==> src/rtl/rf_pkg.sv <==
// rtl/rf_pkg.sv - widths, types and reset constants for the register file (RF_BYPASS_EN selects write-first reads in rf_multiport)
package rf_pkg;

    localparam int DEF_XLEN  = 32;
    localparam int DEF_NREGS = 32;

    // $s0 comes out of reset holding the data-memory base pointer
    localparam int                   INIT_IDX = 16;
    localparam logic [DEF_XLEN-1:0]  INIT_VAL = 32'h17;

    function automatic int addr_width(input int nregs);
        return $clog2(nregs);
    endfunction

    localparam int DEF_AW = addr_width(DEF_NREGS);

    typedef logic [DEF_AW-1:0]   reg_addr_t;
    typedef logic [DEF_XLEN-1:0] reg_data_t;

endpackage

==> src/rtl/rf_scoreboard.sv <==
// rtl/rf_scoreboard.sv - per-register pending-write bitmap, set at issue and cleared at writeback
module rf_scoreboard
    import rf_pkg::*;
#(
    parameter int NREGS = DEF_NREGS,
    localparam int AW   = addr_width(NREGS)
) (
    input  logic                 clk,
    input  logic                 rst,
    input  logic                 set_en,
    input  logic [AW-1:0]        set_addr,
    input  logic [1:0]           clr_en,
    input  logic [1:0][AW-1:0]   clr_addr,
    output logic [NREGS-1:0]     busy_q
);

    logic [NREGS-1:0] busy_next;

    // Set is applied after the clears so a fresh issue outlives a same-cycle writeback
    always_comb begin
        busy_next = busy_q;
        for (int k = 0; k < 2; k++) begin
            if (clr_en[k]) begin
                busy_next[clr_addr[k]] = 1'b0;
            end
        end
        if (set_en) begin
            busy_next[set_addr] = 1'b1;
        end
        busy_next[0] = 1'b0;
    end

    always_ff @(posedge clk) begin
        if (rst) begin
            busy_q <= '0;
        end else begin
            busy_q <= busy_next;
        end
    end

endmodule

==> src/rtl/rf_multiport.sv <==
// rtl/rf_multiport.sv - NRD-read / 2-write register file with scoreboard and debug tap; define RF_BYPASS_EN for write-first reads
module rf_multiport #(
    parameter int               XLEN     = rf_pkg::DEF_XLEN,
    parameter int               NREGS    = rf_pkg::DEF_NREGS,
    parameter int               NRD      = 2,
    parameter int               INIT_IDX = rf_pkg::INIT_IDX,
    parameter logic [XLEN-1:0]  INIT_VAL = rf_pkg::INIT_VAL,
    localparam int              AW       = rf_pkg::addr_width(NREGS)
) (
    input  logic                        clk,
    input  logic                        rst,
    input  logic [NRD-1:0]              rd_en,
    input  logic [NRD-1:0][AW-1:0]      rd_addr,
    output logic [NRD-1:0][XLEN-1:0]    rd_data,
    input  logic [1:0]                  wr_en,
    input  logic [1:0][AW-1:0]          wr_addr,
    input  logic [1:0][XLEN-1:0]        wr_data,
    input  logic                        busy_set,
    input  logic [AW-1:0]               busy_set_addr,
    output logic [NREGS-1:0]            busy_q,
    input  logic [AW-1:0]               dbg_addr,
    output logic [XLEN-1:0]             dbg_data
);
    import rf_pkg::*;

    localparam logic [AW-1:0] INIT_A = AW'(INIT_IDX);

    logic [NREGS-1:0][XLEN-1:0] regs;
    logic [NRD-1:0][XLEN-1:0]   rd_next;

    // r0 is never written, so it stays at its reset value of zero
    always_ff @(posedge clk) begin
        if (rst) begin
            regs         <= '0;
            regs[INIT_A] <= INIT_VAL;
        end else begin
            for (int k = 0; k < 2; k++) begin
                if (wr_en[k] && (wr_addr[k] != '0)) begin
                    regs[wr_addr[k]] <= wr_data[k];
                end
            end
        end
    end

    always_comb begin
        rd_next = '0;
        for (int p = 0; p < NRD; p++) begin
            rd_next[p] = regs[rd_addr[p]];
`ifdef RF_BYPASS_EN
            // Port 1 is checked last so its data wins when both ports hit
            if (rd_addr[p] != '0) begin
                if (wr_en[0] && (wr_addr[0] == rd_addr[p])) begin
                    rd_next[p] = wr_data[0];
                end
                if (wr_en[1] && (wr_addr[1] == rd_addr[p])) begin
                    rd_next[p] = wr_data[1];
                end
            end
`else
`endif
        end
    end

    always_ff @(posedge clk) begin
        if (rst) begin
            rd_data <= '0;
        end else begin
            for (int p = 0; p < NRD; p++) begin
                if (rd_en[p]) begin
                    rd_data[p] <= rd_next[p];
                end
            end
        end
    end

    assign dbg_data = regs[dbg_addr];

    rf_scoreboard #(
        .NREGS (NREGS)
    ) u_scoreboard (
        .clk      (clk),
        .rst      (rst),
        .set_en   (busy_set),
        .set_addr (busy_set_addr),
        .clr_en   (wr_en),
        .clr_addr (wr_addr),
        .busy_q   (busy_q)
    );

endmodule
==> config.mk <==
export PLATFORM = sky130hd
export DESIGN_NAME = rf_multiport
export DESIGN_NICKNAME = d
export VERILOG_FILES = /design/src/rtl/rf_pkg.sv /design/src/rtl/rf_scoreboard.sv /design/src/rtl/rf_multiport.sv
export SDC_FILE = /design/constraint.sdc
export NUM_CORES = 2
export LEC_CHECK = 0
export BUFFER_PORTS_ARGS = -buffer_cell sky130_fd_sc_hd__buf_2
export CAP_MARGIN = 15
export CORE_AREA = 5 5 403 405
export DETAILED_ROUTE_END_ITERATION = 16
export DIE_AREA = 0 0 408 410
export PLACE_DENSITY = 0.65
export SYNTH_ARGS = -nofsm -noshare
export SYNTH_HDL_FRONTEND = slang
export SYNTH_HIERARCHICAL = 1
export SYNTH_SLANG_ARGS = --single-unit
==> constraint.sdc <==
create_clock -name clk -period 2.9 [get_ports clk]
set_input_delay 0.58 -clock clk [delete_from_list [all_inputs] [get_ports clk]]
set_output_delay 0.58 -clock clk [all_outputs]
set_load 0.03 [all_outputs]
# Word level (Yosys, flattened, before mapping)
# Index checks and enable logic that the tools add are counted.
[op_classes] n_lt_le_gt_ge=9 n_mux=24 bitwise_logic=5 n_reduce_logical=7
[op_table] cell="2-to-1 mux 1024 bit" n=3
[op_table] cell="bitwise mux 1024 bit" n=2
[op_table] cell="binary-select mux 32 bit (select 5 bit)" n=3
[op_table] cell="demux 32 bit (select 5 bit)" n=2
[op_table] cell="2-to-1 mux 32 bit" n=8
[op_table] cell="bitwise AND 32 bit" n=2
[op_table] cell="NOT 32 bit" n=2
[op_table] cell="< comparator 5 x 6 -> 1 bit (second input constant)" n=6
[op_table] cell="bitwise OR 32 bit" n=1
[op_table] cell="demux 1 bit (select 5 bit)" n=3
[op_table] cell=">= comparator 5 x 1 -> 1 bit (second input constant)" n=3
[op_table] cell="nonzero test 5 bit" n=2
[op_table] cell="logical AND 1 bit" n=5
[op_table] cell="2-to-1 mux 1 bit" n=3
[word_totals] ff_bits=1120 input_bits=101 out_inout_bits=128 elab_cells=81

# Logic depth before layout (Yosys ltp)
[depth] word_depth=11 depth_mapped=8 ltp_nobuf=5

# Modules after synthesis
# Netlist, hierarchy kept.
[modules_own_cells] module="rf_multiport" instances=1 cells_each=7857 area_per_inst_um2=72245.5 seq_area_each_um2=21780.9
[modules_own_cells] module="rf_scoreboard" instances=1 cells_each=179 area_per_inst_um2=1569.0 seq_area_each_um2=620.6

# Worst setup path after synthesis
# OpenSTA, ideal clock, no wires.
[synth_timing] path_type="input-to-output" startpoint="input dbg_addr[0]" endpoint="output dbg_data[10]" t_arrival_ns=2.597 t_required_ns=2.320 slack_ns=-0.277 stages=5 n_path_buf=2 path_cell_list="buf_2 > clkbuf_1 > mux4_2 > mux4_2 > mux2_2"
[synth_between] elab_chain_cells=2
[synth_lines] element="start, declared" line="rf_multiport.sv:21" source="input logic [AW-1:0] dbg_addr,"
[synth_lines] element="binary-select mux 32 bit (select 5 bit)" line="rf_multiport.sv:76" source="assign dbg_data = regs[dbg_addr];"
[synth_lines] element="2-to-1 mux 32 bit (implied by the code)" line="rf_multiport.sv:76"
[synth_lines] element="end, declared" line="rf_multiport.sv:22" source="output logic [XLEN-1:0] dbg_data"
# Every way passes these cells. The select of a mux whose other input is x is not followed.

# Worst setup path in the final report
[layout_timing] startpoint="input dbg_addr[0]" endpoint="output dbg_data[0]"
# The elaborated chain is that of the path after synthesis.

==> flow_summary.yaml <==
global_routing:
  grt_pass1_wl_um: 485000
  grt_pass1_vias: 68567
  antenna_found_initial: 24
  grt_overflow: 0
  grt_max_degree: 111
  grt_usage_pct: 38.5
worst_setup_path:
  cpMaxStageDelayCell: "mux4_2"
  start_kind: "input pin"
  setup.worst_path.end_class: "primary output"
  reg2reg_depth: 5
  r2r-end: "rd_data[52]$_SDFFE_PP0P_"
  cp_slowest_stage_delay_ns: 0.49
  cp_cell_sequence: "buf_16 > buf_16 > buf_12 > buf_16 > mux4_2 > mux4_2 > mux2_4 > buf_6"
  r2r_setup_slack_ns: 0.91
  worst_path_most_repeated_cell: "buf_16"
  critical_path_required_ns: 2.32
  critPathKind: "in2out"
  reg2reg_from: "regs[820]$_SDFF_PP0_"
  worstPathArrival_ns: 2.68
  cp_max_fo: 9
cts:
  path_clk_slew_ns: 0.06
  h-tree-depth: 4
  cts_sinks: 1119
  cts-root-buf: "clkbuf_16"
  hold_buffers: 0
  clk_latency_ns: 0.82
  cts.path.max_buffers: 3
  cts_buffers: 130
  cts_tree: "yes"
finish:
  nets: 7935
  drive_gt1_share_pct: 19.6
  syn2layout_area_growth_pct: 15.4
  fillers: 13780
drt:
  vias: 73802
  vias_per_cell: 7.36
  final_antenna_net_count: 0
  drc: 3
  wirelength_um: 340000
  drt_iter0_markers: 12230
  wl_per_cell_um: 33.9
  drt_pass1_iterations: 13
sta:
  rsz0062_at_grt: "true"
  worstMarginPinSlew_ns: 0.887
  fmax_mhz: 307
  finalHoldViolations: 0
  setup_slack_ns: -0.359
  hold_slack_ns: 0.208
  worst_clock_skew_ns: 0.0294
  period_needed_ns: 3.26
  relSlewSlack_pct: 40.4
  drv_slew: 0
  finalCritPeriodShare_pct: 112
  setup_violations: 32
hold_path:
  holdPathStages: 3
  hold_path_end: "u_scoreboard/busy_q[26]$_SDFF_PP0_"
  hold_path.class: "in2reg"
  hold_start: "busy_set_addr[3]"
run:
  maxCapViolations: 0
synth:
  synth-seq-cells: 1119
  synth_top_area_share_pct: 30.3
  synth_top_area_cell: "dfxtp_1"
  ys_warn_count: 6
  ys_types: 42
  avgSynthCellArea_um2: 9.19
  syn_nets: 8137
  netlist_instances: 8036
  seq_area_frac_synth_pct: 30.3
  synth.area.top_cells: "dfxtp_1, mux2i_1, mux4_2, a211oi_1, nor2_1"
  mappedNetlistArea_mm2: 0.0738
run_status:
  violations: "design-rule violations, negative setup slack"
  outcome: "complete, but fails checks"
placed_design:
  place_congestion: 0.949
  post-place-ws_ns: -0.378
  post-dp-hpwl_um: 196000
  io_buffers: 227
die:
  core-area_mm2: 0.158
  dieArea_mm2: 0.167
  start_util_pct: 46.7
  fp-row-count: 146
  die_x_um: 408
  ios: 229
  die_h_um: 410
power_and_ir_drop:
  p_leak_uw: 0.0329
  irDropWorstVdd_mv: 0.470
  powerDensity_mw_per_mm2: 465
-- critical path, delay by kind of cell --
family,cells,cell delay [ns]
buffers and inverters,5,0.83
muxes,3,1.25
-- how the worst max path moves through the flow --
| stage | start | endpoint | slack [ns] | depth (start not counted) |
|---|---|---|---|---|
| 6_report | dbg_addr[0] | dbg_data[0] | -0.36 | 8 |
| 5_1_grt | dbg_addr[0] | dbg_data[0] | -0.37 | 8 |
| 4_1_cts | dbg_addr[0] | dbg_data[4] | -0.35 | 7 |
| 3_5_place_dp | dbg_addr[0] | dbg_data[30] | -0.38 | 7 |
| 3_3_place_gp | dbg_addr[0] | dbg_data[30] | -0.38 | 7 |
| 2_1_floorplan | dbg_addr[0] | dbg_data[0] | 0.01 | 6 |
-- state kept, by name, summed over array words and instances, names as in the netlist --
register and flops:
regs 1024, u_scoreboard/busy_q 31, rd_data 64
-- logic make-up after synthesis --
logic type	Yosys count	share of synthesized area, %
mux	2076	33.6
flops	1119	30.3
buf+inv	1062	6.25
other cells	1	0.00508
simple gates	1892	11.0
compound gates	1886	18.8
-- repair_timing --
| item | in CTS | in global routing |
|---|---|---|
| buffers inserted | 45 | 4 |
| cloned | 10 | 4 |
| setup endpoints to repair | 32 | 32 |
| gates resized for setup | 228 | 78 |
| endpoints found under the hold margin | 0 | 0 |
-- cell type report --
class / instances / area (µm²) / share of cell area, %
diodes: 24 / 60.1 / 0.0705
clock buffers: 187 / 3810 / 4.48
clock inverters: 49 / 537 / 0.630
inverters: 31 / 116 / 0.137
multi-input cells: 5855 / 47500 / 55.8
flip-flops and latches: 1119 / 22700 / 26.6
well taps: 2072 / 2590 / 3.04
repair buffers: 697 / 7870 / 9.24
-- cell usage after synthesis --
master     number
or3b_1          1
a22oi_1       512
or4b_4          2
nand2_1       333
nand4b_1        9
a21oi_1       260
clkbuf_1      765
and2_1          4
or2_1           2
conb_1          1
dfxtp_1      1119
mux2_2         32
or4_1          64
nor3b_1         3
nand2b_1       12
nand4_1         4
buf_1          52
nand3_1       310
clkbuf_4        2
nand3b_2        1
or2_2           6
nor2b_1        44
nor4bb_1        2
buf_4          73
nor3_1          3
buf_2         111
buf_6          28
nor3_2          1
a211oi_1      760
inv_1          31
o22ai_1        31
and3b_1         1
nand4bb_1       6
a311oi_1      292
nor2_1       1076
and2b_2         1
mux2i_1      1724
or3_1           4
and3_1          2
mux4_2        320
nand3b_1        1
o32ai_1        31
-- metrics by stage --
| step | cell area (µm²) | util, % | power (µW) | cells | TNS [ns] |
|---|---|---|---|---|---|
| after global routing | 85200 | 53.9 | 40400 | 10020 | -10.23 |
| final | 85200 | 53.9 | 39600 | 10034 | -9.82 |
| after detailed placement | 79500 | 50.3 | 22200 | 9715 | -10.21 |
| after global placement | 79500 | 50.3 | 22100 | 9715 | -9.83 |
| after floorplan | 74200 | - | 20000 | 8036 | 0 |
| after CTS | 85000 | 53.8 | 39300 | 10006 | -9.77 |
-- power by group --
| part | internal [µW] | total [µW] | switching, µW |
|---|---|---|---|
| registers | 15700 | 16100 | 381 |
| logic | 2240 | 6160 | 3920 |
| clock network | 9910 | 17300 | 7420 |
-- per-layer routing --
| layer | vias to the layer above | GRT usage, % | part of all wire [%] |
|---|---|---|---|
| met5 | - | 0 | 0.020 |
| met3 | 1670 | 13.9 | 15 |
| met4 | 12 | 28.0 | 8.4 |
| li1 | 30161 | - | - |
| met2 | 6447 | 53.5 | 40 |
| met1 | 35512 | 48.9 | 36 |
-- layout by cell type (no fill, tap or decap), drive strengths merged --
cell and n:
a211oi 760, a21oi 260, a22oi 512, a311oi 292
and2 4, and2b 1, and3 2, and3b 1
buf 693, bufinv 8, clkbuf 191, clkinv 27
clkinvlp 5, conb 1, dfxtp 1119, diode 24
inv 40, mux2 32, mux2i 1724, mux4 320
nand2 333, nand2b 12, nand3 310, nand3b 2
nand4 4, nand4b 9, nand4bb 6, nor2 1076
nor2b 44, nor3 4, nor3b 3, nor4bb 2
o22ai 31, o32ai 31, or2 8, or3 4
or3b 1, or4 64, or4b 2
(Power assumes the default switching activity.)
